$ cat config.mk
export PLATFORM = sky130hd
export DESIGN_NAME = regfile_wb_queue_flat
export DESIGN_NICKNAME = d
export VERILOG_FILES = /design/src/rtl/regfile_wb_queue_pkg.sv /design/src/rtl/regfile_wb_queue_if.sv /design/src/rtl/regfile_wb_queue_bypass_match.sv /design/src/rtl/regfile_wb_queue.sv /design/src/flat_wrapper.sv
export SDC_FILE = /design/constraint.sdc
export NUM_CORES = 1
export LEC_CHECK = 0
export CAP_MARGIN = 5
export CELL_PAD_IN_SITES_DETAIL_PLACEMENT = 1
export CELL_PAD_IN_SITES_GLOBAL_PLACEMENT = 1
export CORE_AREA = 2 2 132 134
export CTS_CLUSTER_DIAMETER = 60
export DETAILED_ROUTE_END_ITERATION = 8
export DIE_AREA = 0 0 134 136
export PLACE_DENSITY_LB_ADDON = 0.1
export SYNTH_ARGS = -nofsm -noshare
export SYNTH_HDL_FRONTEND = slang
export SYNTH_SLANG_ARGS = --single-unit
$ cat constraint.sdc
create_clock -name clk -period 4.82 [get_ports clk]
set_input_delay 1.446 -clock clk [delete_from_list [all_inputs] [get_ports clk]]
set_output_delay 1.446 -clock clk [all_outputs]
set_load 0.02 [all_outputs]
$ cat src/rtl/regfile_wb_queue_pkg.sv
// Shared constants and the writeback entry payload for the register-file write queue.
package regfile_wb_queue_pkg;

  localparam int unsigned ADDR_W = 4;
  localparam int unsigned DATA_W = 16;

  typedef struct packed {
    logic [ADDR_W-1:0] dst;
    logic [DATA_W-1:0] data;
  } wb_entry_t;

endpackage

$ cat src/rtl/regfile_wb_queue_if.sv
// Writeback enqueue, register-file write port and operand read/bypass signals.
interface regfile_wb_queue_if
  import regfile_wb_queue_pkg::*;
#(
  parameter int unsigned DEPTH = 4
);

  localparam int unsigned CNT_W = $clog2(DEPTH + 1);

  logic              enq_valid;
  logic              enq_ready;
  logic [ADDR_W-1:0] enq_reg;
  logic [DATA_W-1:0] enq_data;
  logic              rf_hold;
  logic              WriteReg;
  logic [ADDR_W-1:0] DstReg;
  logic [DATA_W-1:0] DstData;
  logic [ADDR_W-1:0] SrcReg1;
  logic [ADDR_W-1:0] SrcReg2;
  logic [DATA_W-1:0] RfData1;
  logic [DATA_W-1:0] RfData2;
  logic [DATA_W-1:0] SrcData1;
  logic [DATA_W-1:0] SrcData2;
  logic [CNT_W-1:0]  count;

  // Queue side: drives the register-file write port and the bypassed operands.
  modport master (
    input  enq_valid, enq_reg, enq_data, rf_hold,
    input  SrcReg1, SrcReg2, RfData1, RfData2,
    output enq_ready, WriteReg, DstReg, DstData,
    output SrcData1, SrcData2, count
  );

  // Pipeline / register-file side.
  modport slave (
    output enq_valid, enq_reg, enq_data, rf_hold,
    output SrcReg1, SrcReg2, RfData1, RfData2,
    input  enq_ready, WriteReg, DstReg, DstData,
    input  SrcData1, SrcData2, count
  );

endinterface

$ cat src/rtl/regfile_wb_queue_bypass_match.sv
// Operand bypass for one read port: newest pending write to the source register wins.
module wb_bypass_match
  import regfile_wb_queue_pkg::*;
#(
  parameter int unsigned DEPTH = 4,
  parameter int unsigned PTR_W = $clog2(DEPTH),
  parameter int unsigned CNT_W = $clog2(DEPTH + 1)
) (
  input  wb_entry_t         entries_i [DEPTH],
  input  logic [PTR_W-1:0]  head_i,
  input  logic [CNT_W-1:0]  count_i,
  input  logic              enq_i,
  input  logic [ADDR_W-1:0] enq_reg_i,
  input  logic [DATA_W-1:0] enq_data_i,
  input  logic [ADDR_W-1:0] src_reg_i,
  input  logic [DATA_W-1:0] rf_data_i,
  output logic [DATA_W-1:0] data_o
);

  logic [PTR_W-1:0] slot;

  // Walk oldest to youngest so a later match overrides; the incoming write overrides all.
  always_comb begin
    data_o = rf_data_i;
    slot   = head_i;
    for (int unsigned i = 0; i < DEPTH; i++) begin
      slot = PTR_W'(head_i + PTR_W'(i));
      if ((CNT_W'(i) < count_i) && (entries_i[slot].dst == src_reg_i)) begin
        data_o = entries_i[slot].data;
      end
    end
    if (enq_i && (enq_reg_i == src_reg_i)) begin
      data_o = enq_data_i;
    end
  end

endmodule

$ cat src/rtl/regfile_wb_queue.sv
// In-order writeback queue draining one entry per cycle into the register file,
// with write-before-read bypass on both operand ports.
module regfile_wb_queue
  import regfile_wb_queue_pkg::*;
#(
  parameter int unsigned DEPTH = 4
) (
  input logic                clk,
  input logic                rst,
  regfile_wb_queue_if.master wb
);

  localparam int unsigned PTR_W = $clog2(DEPTH);
  localparam int unsigned CNT_W = $clog2(DEPTH + 1);

  wb_entry_t        mem_q [DEPTH];
  logic [PTR_W-1:0] head_q, head_d;
  logic [PTR_W-1:0] tail_q, tail_d;
  logic [CNT_W-1:0] count_q, count_d;
  logic             drain_c;
  logic             ready_c;
  logic             enq_c;
  wb_entry_t        head_entry_c;

  // Handshake and pointer next-state.
  always_comb begin
    drain_c      = (count_q != '0) && !wb.rf_hold;
    ready_c      = rst && ((count_q < CNT_W'(DEPTH)) || drain_c);
    enq_c        = wb.enq_valid && ready_c;
    head_entry_c = (count_q != '0) ? mem_q[head_q] : '0;
    head_d       = drain_c ? PTR_W'(head_q + PTR_W'(1)) : head_q;
    tail_d       = enq_c   ? PTR_W'(tail_q + PTR_W'(1)) : tail_q;
    count_d      = CNT_W'(count_q + CNT_W'(enq_c) - CNT_W'(drain_c));
  end

  always_ff @(posedge clk) begin
    if (!rst) begin
      head_q  <= '0;
      tail_q  <= '0;
      count_q <= '0;
    end else begin
      head_q  <= head_d;
      tail_q  <= tail_d;
      count_q <= count_d;
    end
  end

  // Storage needs no reset: slots outside [head, head+count) are never observed.
  always_ff @(posedge clk) begin
    if (enq_c) begin
      mem_q[tail_q] <= '{dst: wb.enq_reg, data: wb.enq_data};
    end
  end

  assign wb.enq_ready = ready_c;
  assign wb.WriteReg  = drain_c;
  assign wb.DstReg    = head_entry_c.dst;
  assign wb.DstData   = head_entry_c.data;
  assign wb.count     = count_q;

  wb_bypass_match #(.DEPTH(DEPTH)) u_byp1 (
    .entries_i (mem_q),
    .head_i    (head_q),
    .count_i   (count_q),
    .enq_i     (enq_c),
    .enq_reg_i (wb.enq_reg),
    .enq_data_i(wb.enq_data),
    .src_reg_i (wb.SrcReg1),
    .rf_data_i (wb.RfData1),
    .data_o    (wb.SrcData1)
  );

  wb_bypass_match #(.DEPTH(DEPTH)) u_byp2 (
    .entries_i (mem_q),
    .head_i    (head_q),
    .count_i   (count_q),
    .enq_i     (enq_c),
    .enq_reg_i (wb.enq_reg),
    .enq_data_i(wb.enq_data),
    .src_reg_i (wb.SrcReg2),
    .rf_data_i (wb.RfData2),
    .data_o    (wb.SrcData2)
  );

endmodule
$ cat src/flat_wrapper.sv
// flat-port wrapper written by rule: the top's interface ports become plain ports
module regfile_wb_queue_flat import regfile_wb_queue_pkg::*;
#(
  parameter int unsigned DEPTH = 4
)
  (clk, rst, wb_enq_valid, wb_enq_reg, wb_enq_data, wb_rf_hold, wb_SrcReg1, wb_SrcReg2, wb_RfData1, wb_RfData2, wb_enq_ready, wb_WriteReg, wb_DstReg, wb_DstData, wb_SrcData1, wb_SrcData2, wb_count);
  regfile_wb_queue_if #(.DEPTH(DEPTH)) wb_i ();
  input logic clk;
  input logic rst;
  input wire logic [$bits(wb_i.enq_valid)-1:0] wb_enq_valid;
  input wire logic [$bits(wb_i.enq_reg)-1:0] wb_enq_reg;
  input wire logic [$bits(wb_i.enq_data)-1:0] wb_enq_data;
  input wire logic [$bits(wb_i.rf_hold)-1:0] wb_rf_hold;
  input wire logic [$bits(wb_i.SrcReg1)-1:0] wb_SrcReg1;
  input wire logic [$bits(wb_i.SrcReg2)-1:0] wb_SrcReg2;
  input wire logic [$bits(wb_i.RfData1)-1:0] wb_RfData1;
  input wire logic [$bits(wb_i.RfData2)-1:0] wb_RfData2;
  output wire logic [$bits(wb_i.enq_ready)-1:0] wb_enq_ready;
  output wire logic [$bits(wb_i.WriteReg)-1:0] wb_WriteReg;
  output wire logic [$bits(wb_i.DstReg)-1:0] wb_DstReg;
  output wire logic [$bits(wb_i.DstData)-1:0] wb_DstData;
  output wire logic [$bits(wb_i.SrcData1)-1:0] wb_SrcData1;
  output wire logic [$bits(wb_i.SrcData2)-1:0] wb_SrcData2;
  output wire logic [$bits(wb_i.count)-1:0] wb_count;
  assign wb_i.enq_valid = wb_enq_valid;
  assign wb_i.enq_reg = wb_enq_reg;
  assign wb_i.enq_data = wb_enq_data;
  assign wb_i.rf_hold = wb_rf_hold;
  assign wb_i.SrcReg1 = wb_SrcReg1;
  assign wb_i.SrcReg2 = wb_SrcReg2;
  assign wb_i.RfData1 = wb_RfData1;
  assign wb_i.RfData2 = wb_RfData2;
  assign wb_enq_ready = wb_i.enq_ready;
  assign wb_WriteReg = wb_i.WriteReg;
  assign wb_DstReg = wb_i.DstReg;
  assign wb_DstData = wb_i.DstData;
  assign wb_SrcData1 = wb_i.SrcData1;
  assign wb_SrcData2 = wb_i.SrcData2;
  assign wb_count = wb_i.count;
  regfile_wb_queue #(.DEPTH(DEPTH)) u_core (.clk(clk), .rst(rst), .wb(wb_i));
endmodule
Word level (Yosys, flattened, before mapping)

Cells that the tools add are included.

Word-level logic and storage cells: 86
Bits in registers: 87
Output and inout port bits: 57
Bits of input ports: 64

Reductions and logical operators: 17
Add/subtract/negate cells: 6
Equal/unequal tests: 10
Mux-type cells: 26
$lt $le $gt $ge: 11
Bitwise logic cells: 5

Operators by type and width:

| kind                                                        | number |
|---|---|
| 2-to-1 mux 20 bit                                           | 10 |
| binary-select mux 20 bit (select 2 bit)                     | 4 |
| 2-to-1 mux 16 bit                                           | 10 |
| bitwise mux 80 bit                                          | 1 |
| demux 20 bit (select 2 bit)                                 | 1 |
| equality test 4 bit                                         | 10 |
| greater-or-equal comparator 3 bit (second input constant)   | 5 |
| NOT 2 -> 3 bit                                              | 5 |
| logical AND 1 bit                                           | 14 |
| less-than comparator 1 x 3 -> 1 bit (first input constant)  | 2 |
| less-than comparator 2 x 3 -> 1 bit (first input constant)  | 2 |
| adder 2 x 1 -> 2 bit (second input constant)                | 2 |
| adder 2 bit (second input constant)                         | 2 |
| adder 3 x 1 -> 3 bit                                        | 1 |
| less-than comparator 3 x 1 -> 1 bit (second input constant) | 1 |
| less-than comparator 3 bit (second input constant)          | 1 |
| nonzero test 3 bit                                          | 1 |
| subtractor 3 x 1 -> 3 bit                                   | 1 |
| zero test 1 bit                                             | 1 |
| logical OR 1 bit                                            | 1 |

Depth between registers and ports, before layout

Gate-level depths: netlist (run 1).

Depth after elaboration: 11
Gate-level depth with buffers: 11
Depth with buffers taken out: 8

Cells and area by module

From an unflattened synthesis (run 1), not the netlist that was laid out.

Cell total of the unflattened synthesis: 962
Area, all modules: 9415.3 um^2

Modules (own cells, without submodules):

| module           | seq. area each (um^2) | instances | area an instance (um^2) | cells an instance |
|---|---|---|---|---|
| wb_bypass_match  | 0.0                   | 2         | 2984.1                  | 395 |
| regfile_wb_queue | 2542.4                | 1         | 3447.1                  | 172 |

Worst setup path before layout (run 1)

OpenSTA, ideal clock, no wires.

Path type: input-to-output
Start: in rst
End: out wb_SrcData1[10]
Setup slack: -0.456 ns
Arrival time: 3.830 ns
Path buffers: 4
Stages: 10
Cells stage by stage: a21boi_1 -> and2_1 -> buf_2 -> and4_1 -> clkbuf_1 -> or2_2 -> clkbuf_1 -> nor2b_1 -> buf_2 -> a221oi_1

Cells in the longest elaborated chain, start to end: 4

Ends and longest elaborated chain:

| what              | RTL line                            | source |
|---|---|---|
| from (decl)       | flat_wrapper.sv:9                   | `input logic rst;` |
| logical AND 1 bit | regfile_wb_queue.sv:28              | `ready_c = rst && ((count_q < CNT_W'(DEPTH)) \|\| drain_c);` |
| logical AND 1 bit | regfile_wb_queue.sv:29              | `enq_c = wb.enq_valid && ready_c;` |
| via u_core.enq_c  | regfile_wb_queue.sv:22              | `logic enq_c;` |
| logical AND 1 bit | regfile_wb_queue_bypass_match.sv:32 | `if (enq_i && (enq_reg_i == src_reg_i)) begin` |
| 2-to-1 mux 16 bit | regfile_wb_queue_bypass_match.sv:32 |  |
| to (decl)         | flat_wrapper.sv:22                  | `output wire logic [$bits(wb_i.SrcData1)-1:0] wb_SrcData1;` |

The timed path passes the listed nets, and every way through them passes these cells.

Worst setup path in the final report (run 1)

Start: in wb_SrcReg1[2]
End: out wb_SrcData1[14]

Cells in the longest elaborated chain, start to end: 7

Ends and longest elaborated chain:

| what                           | RTL line                            | source |
|---|---|---|
| from (decl)                    | flat_wrapper.sv:14                  | `input wire logic [$bits(wb_i.SrcReg1)-1:0] wb_SrcReg1;` |
| equality test 4 bit            | regfile_wb_queue_bypass_match.sv:28 | `if ((CNT_W'(i) < count_i) && (entries_i[slot].dst == src_reg_i)) begin` |
| logical AND 1 bit              | regfile_wb_queue_bypass_match.sv:28 |  |
| 2-to-1 mux 16 bit (4 in a row) | regfile_wb_queue_bypass_match.sv:28 |  |
| 2-to-1 mux 16 bit *            | regfile_wb_queue_bypass_match.sv:32 |  |

Mark *: on every way between the ends. The rest lies on a longest branch, timed or not.

==> results.yml, run 1 <==
synthesis:
  syn_avg_cell_area_sq_um: 10.05
  ys_ff_latch: 87
  synth_most_common_cell: "mux2i_1"
  syn-num-nets: 761
  synth_enable_flop_cells: 80
  synth.area.top_cells: "edfxtp_1 35%, mux2i_1 14%, mux2_2 5.9%"
  ys_seq_area_frac: 0.3678
  synth_cell_types: 52
  synthesis.area_sq_um: 6913
  synth_common_cells: "100 x mux2i_1, 80 x edfxtp_1, 67 x nor2_1, 54 x nand2_1, 37 x a21oi_1"
  synth_top_cell_by_area: "edfxtp_1"
  synth_top_area_frac: 0.3475
  async_flop_share: 0
  syn-instance-count: 688
  yosysWarnings: 0
  synth_flop_cell: "edfxtp_1"
die:
  start_util: 0.4096
  die_x_um: 134
  die-area_sq_um: 18220
  core_sq_um: 16880
  num_rows: 48
  ios: 121
  die_height_um: 136
drt:
  viasPerCell: 5.781
  drc: 0
  vias: 6371
  drt_iter0_drc: 317
  wire_per_inst_um: 23.42
  ant_nets: 0
  wirelength_mm: 25.80
  drtPass1Iterations: 4
clock_tree:
  clkLatencyLatePin_ns: 0.35
  cts_buffers: 9
  clock_path_buffers: 2
  hold_buffers: 0
  clk_pin_slew_ns: 0.06
  cts_sinks: 87
  htree_num_levels: 3
  cts_tree: "built"
  root_buffer: "clkbuf_16"
setup_path:
  crit_top_cell: "buf_6"
  critPathMaxStageDelay_ns: 0.35
  worstPathCellList: "buf_8 > or2_4 > a2111oi_4 > buf_4 > o211ai_4 > buf_6 > mux2i_1 > mux2_4 > a221oi_4 > buf_6"
  critPathMaxFanout: 5
  cp.arrival_ns: 3.44
  critPathTopFamily: "compound AO/OA/AOI/OAI gates"
  crit_type: "in -> out"
  critPathCaptureType: "output port"
  critical_path_buf_inv_count: 4
  required_ns: 3.37
  start_kind: "input port"
  crit_slowest_cell: "a2111oi_4"
job:
  drv_cap: 0
place:
  dp_worst_setup_slack_ns: -0.9557
  io_buffers: 120
  place.gp.congestion: 0.9358
  dpl_cell_area_sq_um: 9015
  place_hpwl_mm: 18.39
cells_and_area:
  fill_cells: 1820
  finish.utilization: 0.5680
  fin_area_sq_um: 9585
  drive_above_1_share: 0.3079
  antenna_cells: 0
  synthToLayoutAreaGrowth_pct: 38.66
  final_nets: 945
timing:
  post-route-period-util: 1.013
  fmax_mhz: 204.8
  finalSetupViolCount: 4
  relSlewSlack: 0.3174
  drv_slew: 0
  tightest_slew_ns: 1.018
  fin_setup_tns_ns: -0.1237
  min_period_ns: 4.884
  finalHoldViolations: 0
  rsz0062_at_grt: "true"
  setup_slack_ns: -0.06385
  skew_ns: 0.005135
run_status:
  violations: "negative setup slack"
  outcome: "complete, but fails checks"
power_and_ir_drop:
  power_mw: 4.036
  leakagePower_nw: 3.811
  vdd_ir_drop_max_mv: 0.3265
  p_per_area_nw_per_um2: 421.0
global_route:
  grt_pass1_wl_mm: 39.06
  grt_usage: 0.2830
  grt_pass1_vias: 7002
  grt_max_degree: 57
  grt-ovfl-total: 0
  antenna_found_initial: 0
worst_hold_path:
  hold_path.class: "reg -> reg"
-- sequential cells by signal, summed over array words and instances, names as in the netlist --
| signal | cells |
|---|---|
| u_core.mem_q | 80 |
| u_core.wb.count | 3 |
| u_core.head_q | 2 |
| u_core.tail_q | 2 |
-- cell families after synthesis --
family | synth area share
fa+ha+maj | 0.01738
simple gates | 0.1207
xor+xnor | 0.05828
mux | 0.2480
flops | 0.3678
compound gates | 0.1439
buf+inv | 0.04398
-- metal layers --
layer  routed length, um  track usage  vias to the layer above
li1                    -            -                     2918
met1               10750       0.3432                     3205
met2               13150       0.4986                      193
met3                1092      0.03990                       55
met4                 808       0.1300                        0
met5                   0            0                        -
-- path summary, 6_finish.rpt --
check                                start                       endpoint  slack [ns]  cells after the start
min          u_core.tail_q[1]$_SDFFE_PN0P_  u_core.tail_q[1]$_SDFFE_PN0P_        0.53                      2
max                          wb_SrcReg1[2]                wb_SrcData1[14]       -0.06                     10
max reg2reg  u_core.wb.count[2]$_SDFF_PN0_  u_core.wb.count[2]$_SDFF_PN0_        1.94                      8
min reg2reg  u_core.tail_q[1]$_SDFFE_PN0P_  u_core.tail_q[1]$_SDFFE_PN0P_        0.53                      2
-- power breakdown --
group | internal, mW | leakage [nW] | switching, mW
Sequential | 0.871 | 0.785 | 0.0515
Clock | 0.402 | 0.135 | 0.276
Combinational | 1.05 | 2.89 | 1.39
Total | 2.32 | 3.81 | 1.72
-- cell usage in the layout (no fill, tap or decap), types with 4 or more instances in the layout --
cell type and instances:
a211o_1 10, a211oi_1 6, a21o_1 4, a21oi_1 36, a21oi_2 4, a221oi_4 5
a22oi_1 4, a31oi_1 5, and2_1 8, and3_1 14, buf_12 4, buf_2 16
buf_4 110, buf_6 13, clkbuf_1 5, clkbuf_16 9, clkdlybuf4s50_1 74, dfxtp_1 5
dlygate4sd2_1 6, edfxtp_1 80, ha_1 8, inv_1 13, mux2_2 34, mux2_4 6
mux2i_1 95, mux4_2 11, nand2_1 53, nand4_1 5, nor2_1 64, nor2b_1 12
o21a_1 5, o21ai_0 24, o221ai_1 5, o22ai_1 14, o31ai_2 5, xnor2_1 26
xnor2_2 5, xor2_1 12
-- tightest hold or removal path, delay by kind of cell, from the launching register on --
kind             cells  cell delay, ns
AO/OA/AOI/OAI        1            0.07
flip-flops           1            0.34
AND/OR/NAND/NOR      1            0.06
-- per-stage QoR --
stage	std cells	hold WS, ns
floorplan	688	0.4690
global placement	1069	0.4846
detailed placement	1069	0.5374
CTS	1100	0.5474
global route	1102	0.5972
finish	1102	0.5258
-- area by class of cell --
type,instances,area (sq um),area share
clock buffer,14,244.0,0.02545
clock inverter,2,35.03,0.003655
inverter,14,52.55,0.005482
multi-input combinational,533,4444,0.4636
sequential,87,2547,0.2658
tap,225,281.5,0.02937
timing repair buffer,227,1981,0.2066
-- timing repair --
| action | CTS | global route |
|---|---|---|
| gates cloned | 2 | 0 |
| resized for setup | 223 | 40 |
| setup endpoints to repair | 32 | 31 |
| buffers inserted | 13 | 2 |
| pin swaps | 18 | 18 |
Power figures use the tool's default switching activity.
==> inputs of run 2 (changes only) <==
- RECOVER_POWER: default -> 50
==> run 2 against run 1 <==
The run ends with max-capacitance violations, max-slew violations, negative setup slack left. Sequential power is essentially flat. Global-route usage stayed put. Hold slack barely moved. Combinational power about the same. Final cell count is the same. Maximum frequency about the same. Routed wire length decreased by 0.16%. Clock power is essentially flat. First-iteration DRC count rose by 2.8%. Register-to-register slack about the same. Worst setup slack worse by 0.0034 ns. Critical path depth is the same. Largest cell class unchanged. Largest power group unchanged.
==> results.yml, run 2 (synthesis results as in run 1) <==
clock_tree:
  cts_buffers: 9
  cts_tree: "built"
  hold_buffers: 0
  root_buffer: "clkbuf_16"
  cts_sinks: 87
  clock_path_buffers: 2
  htree_num_levels: 3
  clk_pin_slew_ns: 0.06
  clkLatencyLatePin_ns: 0.35
setup_path:
  start_kind: "input port"
  critPathMaxStageDelay_ns: 0.35
  cp_num_cells: 10
  r2r-start: "u_core.wb.count[2]$_SDFF_PN0_"
  r2r_cells: 8
  critPathMaxFanout: 5
  cp.arrival_ns: 3.44
  crit_end: "wb_SrcData1[14]"
  critical_path_buf_inv_count: 4
  crit_slowest_cell: "a2111oi_4"
  critPathTopFamily: "compound AO/OA/AOI/OAI gates"
  crit_path_start: "wb_SrcReg1[2]"
  crit_top_cell: "buf_6"
  crit_type: "in -> out"
  worstPathCellList: "buf_8 > or2_4 > a2111oi_4 > buf_4 > o211ai_4 > buf_6 > mux2i_1 > mux2_4 > a221oi_4 > buf_6"
  r2r_slack_ns: 1.94
  r2r-end: "u_core.wb.count[2]$_SDFF_PN0_"
  critPathCaptureType: "output port"
  required_ns: 3.37
timing:
  fmax_mhz: 204.6
  min_period_ns: 4.887
  drv_slew: 21
  rsz0062_at_grt: "true"
  relSlewSlack: -0.1611
  setup_slack_ns: -0.06727
  finalHoldViolations: 0
  skew_ns: 0.004734
  post-route-period-util: 1.014
  finalSetupViolCount: 6
  tightest_slew_ns: 1.742
power_and_ir_drop:
  vdd_ir_drop_max_mv: 0.3250
  leakagePower_nw: 3.784
  p_per_area_nw_per_um2: 421.8
cells_and_area:
  final_common_cell: "buf_4"
  antenna_cells: 0
  drive_above_1_share: 0.2987
  layout.area.seq_sq_um: 2547
  synthToLayoutAreaGrowth_pct: 38.26
  finalNonFillerCells: 1102
  fill_cells: 1821
  final_nets: 945
  multiInputGateArea_sq_um: 4444
  largest_reg_flops: 80
  regMostFlops: "u_core.mem_q"
  mostFrequentLayoutCells: "103 x buf_4, 95 x mux2i_1, 80 x edfxtp_1"
place:
  dp_worst_setup_slack_ns: -0.9557
  place_hpwl_mm: 18.39
  place.gp.congestion: 0.9358
  place_inst: 1069
  io_buffers: 120
run_status:
  outcome: "complete, but fails checks"
  violations: "max-capacitance violations, max-slew violations, negative setup slack"
global_route:
  grt_pass1_wl_mm: 39.06
  antenna_found_initial: 0
  grt_pass1_vias: 7002
  grt-ovfl-total: 0
  grt_usage: 0.2830
  grt_max_degree: 57
die:
  ios: 121
  core_sq_um: 16880
  die_x_um: 134
  num_rows: 48
  die-area_sq_um: 18220
  start_util: 0.4096
  die_height_um: 136
job:
  drv_cap: 1
drt:
  wirelength_mm: 25.76
  vias: 6417
  drtPass1Iterations: 4
  drc: 0
  ant_nets: 0
  drt_iter0_drc: 326
  viasPerCell: 5.823
  wire_per_inst_um: 23.38
worst_hold_path:
  hold_path.class: "reg -> reg"
[run 2: cell count changes in the layout (fill, tap and decap cells not counted)]
cell             before  now
clkbuf_2              1    0
buf_4               110  103
and2_0                0    2
clkbuf_1              5   13
and2_1                8    6
clkdlybuf4s50_1      74   57
dlygate4sd3_1         0   17
[run 2: power breakdown]
group / total, mW / internal, mW / switching, mW
sequential: 0.922 / 0.871 / 0.0516
combinational: 2.43 / 1.04 / 1.39
clock: 0.680 / 0.402 / 0.278
total: 4.03 / 2.31 / 1.72
[run 2: worst min path at each step]
stage,startpoint,endpoint,slack (ns),cells after the start
after floorplan,u_core.tail_q[1]$_SDFFE_PN0P_,u_core.tail_q[1]$_SDFFE_PN0P_,0.47,2
after global placement,u_core.tail_q[1]$_SDFFE_PN0P_,u_core.tail_q[1]$_SDFFE_PN0P_,0.48,2
after detailed placement,u_core.tail_q[1]$_SDFFE_PN0P_,u_core.tail_q[1]$_SDFFE_PN0P_,0.54,2
after CTS,u_core.tail_q[1]$_SDFFE_PN0P_,u_core.tail_q[1]$_SDFFE_PN0P_,0.55,2
after global routing,u_core.tail_q[1]$_SDFFE_PN0P_,u_core.tail_q[1]$_SDFFE_PN0P_,0.60,2
final,u_core.tail_q[1]$_SDFFE_PN0P_,u_core.tail_q[1]$_SDFFE_PN0P_,0.53,2
[run 2: stage by stage]
step	power, mW	setup TNS (ns)	area, sq um	util	hold WS [ns]
floorplan	2.344	0	7042	-	0.4690
global placement	3.209	-23.66	9015	0.5342	0.4846
detailed placement	3.274	-25.04	9015	0.5342	0.5374
CTS	3.997	-0.04099	9510	0.5635	0.5474
global route	4.216	-1.011	9558	0.5664	0.5972
finish	4.032	-0.1582	9558	0.5664	0.5258
[run 2: cell type report]
type | instances | share of cell area
Clock buffer | 14 | 0.02553
Clock inverter | 2 | 0.003665
Inverter | 14 | 0.005498
Multi-Input combinational cell | 533 | 0.4650
Sequential cell | 87 | 0.2665
Tap cell | 225 | 0.02945
Timing Repair Buffer | 227 | 0.2043
[run 2: routing by layer]
metal,up-vias,global-route usage,part of all wire
li1,2919,-,-
met5,-,0,0
met2,206,0.4986,0.51
met4,0,0.1300,0.035
met3,63,0.03990,0.043
met1,3229,0.3432,0.42
[run 2: timing repair]
action,in CTS,in global routing
gates cloned,2,0
endpoints found under the setup margin,32,31
buffers inserted,13,2
pin swaps,18,18
gates resized for setup,223,40
[run 2: tightest hold or removal path: stages, from the launching register on]
cell     delay [ns]
dfxtp_1        0.34
nand2_1        0.06
o21ai_0        0.07
==> inputs of run 3 (changes only) <==
- ABC_CLOCK_PERIOD_IN_PS: default -> 4200
- CAP_MARGIN: 5 -> 20
- CORE_AREA: 2 2 132 134 -> 2 2 138 140
- DIE_AREA: 0 0 134 136 -> 0 0 140 142
- clock period: 4.82 -> 4.2 ns (I/O delays scaled with it)
==> run 3 against run 2 <==
The flow finishes with violations (design-rule violations, max-capacitance violations, max-slew violations, negative setup slack). Largest cell class unchanged. Highest routed layer unchanged. Final area rose by 13%. Largest power group unchanged. Critical endpoint unchanged. Power rose by 27%. Sequential share of layout area fell by 3.1 points. Register-to-register slack got worse by 0.43 ns. Clock power rose by 16%. Via count rose by 3.5%. Non-clock buffer count rose by 46. Final cell count rose by 5.2%. Hold slack got worse by 0.015 ns.
==> results.yml, run 3 (synthesis results as in run 1) <==
power_and_ir_drop:
  p_per_area_nw_per_um2: 472.2
  switchingPower_mw: 2.139
  p_seq_frac: 0.204
  power_mw: 5.114
  comb_power_share: 0.642
  netSwitchingFraction: 0.4183
  leakagePower_nw: 4.321
  pwr-share-clk: 0.154
  vdd_ir_drop_max_mv: 0.4287
  internal_power_mw: 2.975
timing:
  finalHoldViolations: 0
  rsz0062_at_grt: "true"
  post-route-period-util: 1.078
  setup_slack_ns: -0.3286
  skew_ns: 0.008879
  fin_setup_tns_ns: -6.777
  relSlewSlack: -0.03902
  drv_slew: 21
  whs_ns: 0.5107
  tightest_slew_ns: 1.559
  min_period_ns: 4.529
  finalSetupViolCount: 32
  fmax_mhz: 220.8
drt:
  drc: 9
  vias: 6641
  drtPass1Iterations: 8
  ant_nets: 0
  viasPerCell: 5.730
  drt_iter0_drc: 350
  wire_per_inst_um: 24.00
  wirelength_mm: 27.82
die:
  num_rows: 50
  start_util: 0.3746
  die_x_um: 140
  ios: 121
  core_sq_um: 18460
  die-area_sq_um: 19880
  die_height_um: 142
cells_and_area:
  synthToLayoutAreaGrowth_pct: 56.65
  final_common_cell: "buf_4"
  layout.area.seq_sq_um: 2550
  multiInputGateArea_sq_um: 4965
  mostFrequentLayoutCells: "110 x buf_4, 89 x mux2i_1, 80 x edfxtp_1"
  largest_reg_flops: 80
  finalNonFillerCells: 1159
  fin_area_sq_um: 10830
  drive_above_1_share: 0.3922
  regMostFlops: "u_core.mem_q"
  fill_cells: 1935
  finish.utilization: 0.5868
  final_nets: 991
global_route:
  grt_pass1_vias: 7081
  grt_max_degree: 46
  grt-ovfl-total: 0
  grt_usage: 0.2708
  grt_pass1_wl_mm: 40.89
  antenna_found_initial: 2
job:
  drv_cap: 1
clock_tree:
  cts_tree: "built"
  clk_pin_slew_ns: 0.06
  clkLatencyLatePin_ns: 0.35
  cts_buffers: 9
  cts_sinks: 87
  hold_buffers: 0
  htree_num_levels: 3
  clock_path_buffers: 2
  root_buffer: "clkbuf_16"
place:
  dpl_cell_area_sq_um: 9473
  place.gp.congestion: 0.8736
  io_buffers: 120
  place_hpwl_mm: 18.44
  place_inst: 1101
  dp_worst_setup_slack_ns: -1.206
setup_path:
  r2r-start: "u_core.wb.count[2]$_SDFF_PN0_"
  start_kind: "input port"
  critPathMaxFanout: 6
  r2r-end: "u_core.mem_q[73]$_DFFE_PP_"
  required_ns: 2.94
  critPathCaptureType: "output port"
  r2r_cells: 6
  crit_type: "in -> out"
  cp.arrival_ns: 3.27
  r2r_slack_ns: 1.51
worst_hold_path:
  hold_path.class: "reg -> reg"
  hold_start: "u_core.tail_q[1]$_SDFFE_PN0P_"
  whs_path_depth: 2
  holdPathEnd: "u_core.tail_q[1]$_SDFFE_PN0P_"
run_status:
  outcome: "complete, but fails checks"
  violations: "design-rule violations, max-capacitance violations, max-slew violations, negative setup slack"
-- run 3: cell count changes in the layout (fill, tap and decap cells not counted), sizes merged --
cell,delta
clkdlybuf4s25,+2
clkinv,+2
buf,+43
diode,+2
clkdlybuf4s15,+2
clkinvlp,+1
dlygate4sd2,-3
dlygate4sd3,-1
-- run 3: metal layers --
metal,share of wire,track usage,vias to the layer above
met5,0,0,-
met4,0.022,0.07602,0
met3,0.041,0.04071,50
met2,0.52,0.4973,207
met1,0.42,0.3317,3370
li1,-,-,3014
-- run 3: area by class of cell --
type                    instances  area share
multi-input cells             533      0.4585
repair buffers                273      0.2477
flip-flops and latches         87      0.2355
well taps                     234     0.02704
clock buffers                  11     0.02149
inverters                      14    0.004853
clock inverters                 5    0.004506
diodes                          2   0.0004622
-- run 3: what timing repair did --
action / 4_1_cts / 5_1_grt
setup buffers: 23 / 16
pin swaps: 57 / 35
gates cloned: 2 / 1
gates resized for setup: 325 / 77
setup endpoints to repair: 33 / 34
-- run 3: how the worst max path moves through the flow --
stage,startpoint,endpoint,cells past startpoint
global placement,wb_SrcReg1[2],wb_SrcData1[11],9
finish,wb_SrcReg1[2],wb_SrcData1[14],10
global route,wb_SrcReg1[2],wb_SrcData1[14],10
detailed placement,wb_SrcReg1[2],wb_SrcData1[11],9
floorplan,wb_SrcReg1[2],wb_SrcData1[14],8
CTS,wb_SrcReg1[2],wb_SrcData1[14],10
-- run 3: power groups by stage --
| stage | clock (mW) | combinational [mW] | sequential [mW] |
|---|---|---|---|
| global placement | 0 | 2.81 | 1.05 |
| floorplan | 0 | 1.70 | 1.05 |
| CTS | 0.797 | 3.08 | 1.04 |
| global route | 0.836 | 3.48 | 1.05 |
| finish | 0.790 | 3.28 | 1.04 |
| detailed placement | 0 | 2.86 | 1.06 |
-- run 3: worst max-delay path, stage by stage --
cell and delay, ns:
buf_12 0.11, or2_4 0.26, a2111oi_4 0.31, buf_4 0.20, o211ai_4 0.12, buf_6 0.16, mux2i_1 0.11, mux2_4 0.27
a221oi_4 0.30, buf_6 0.16
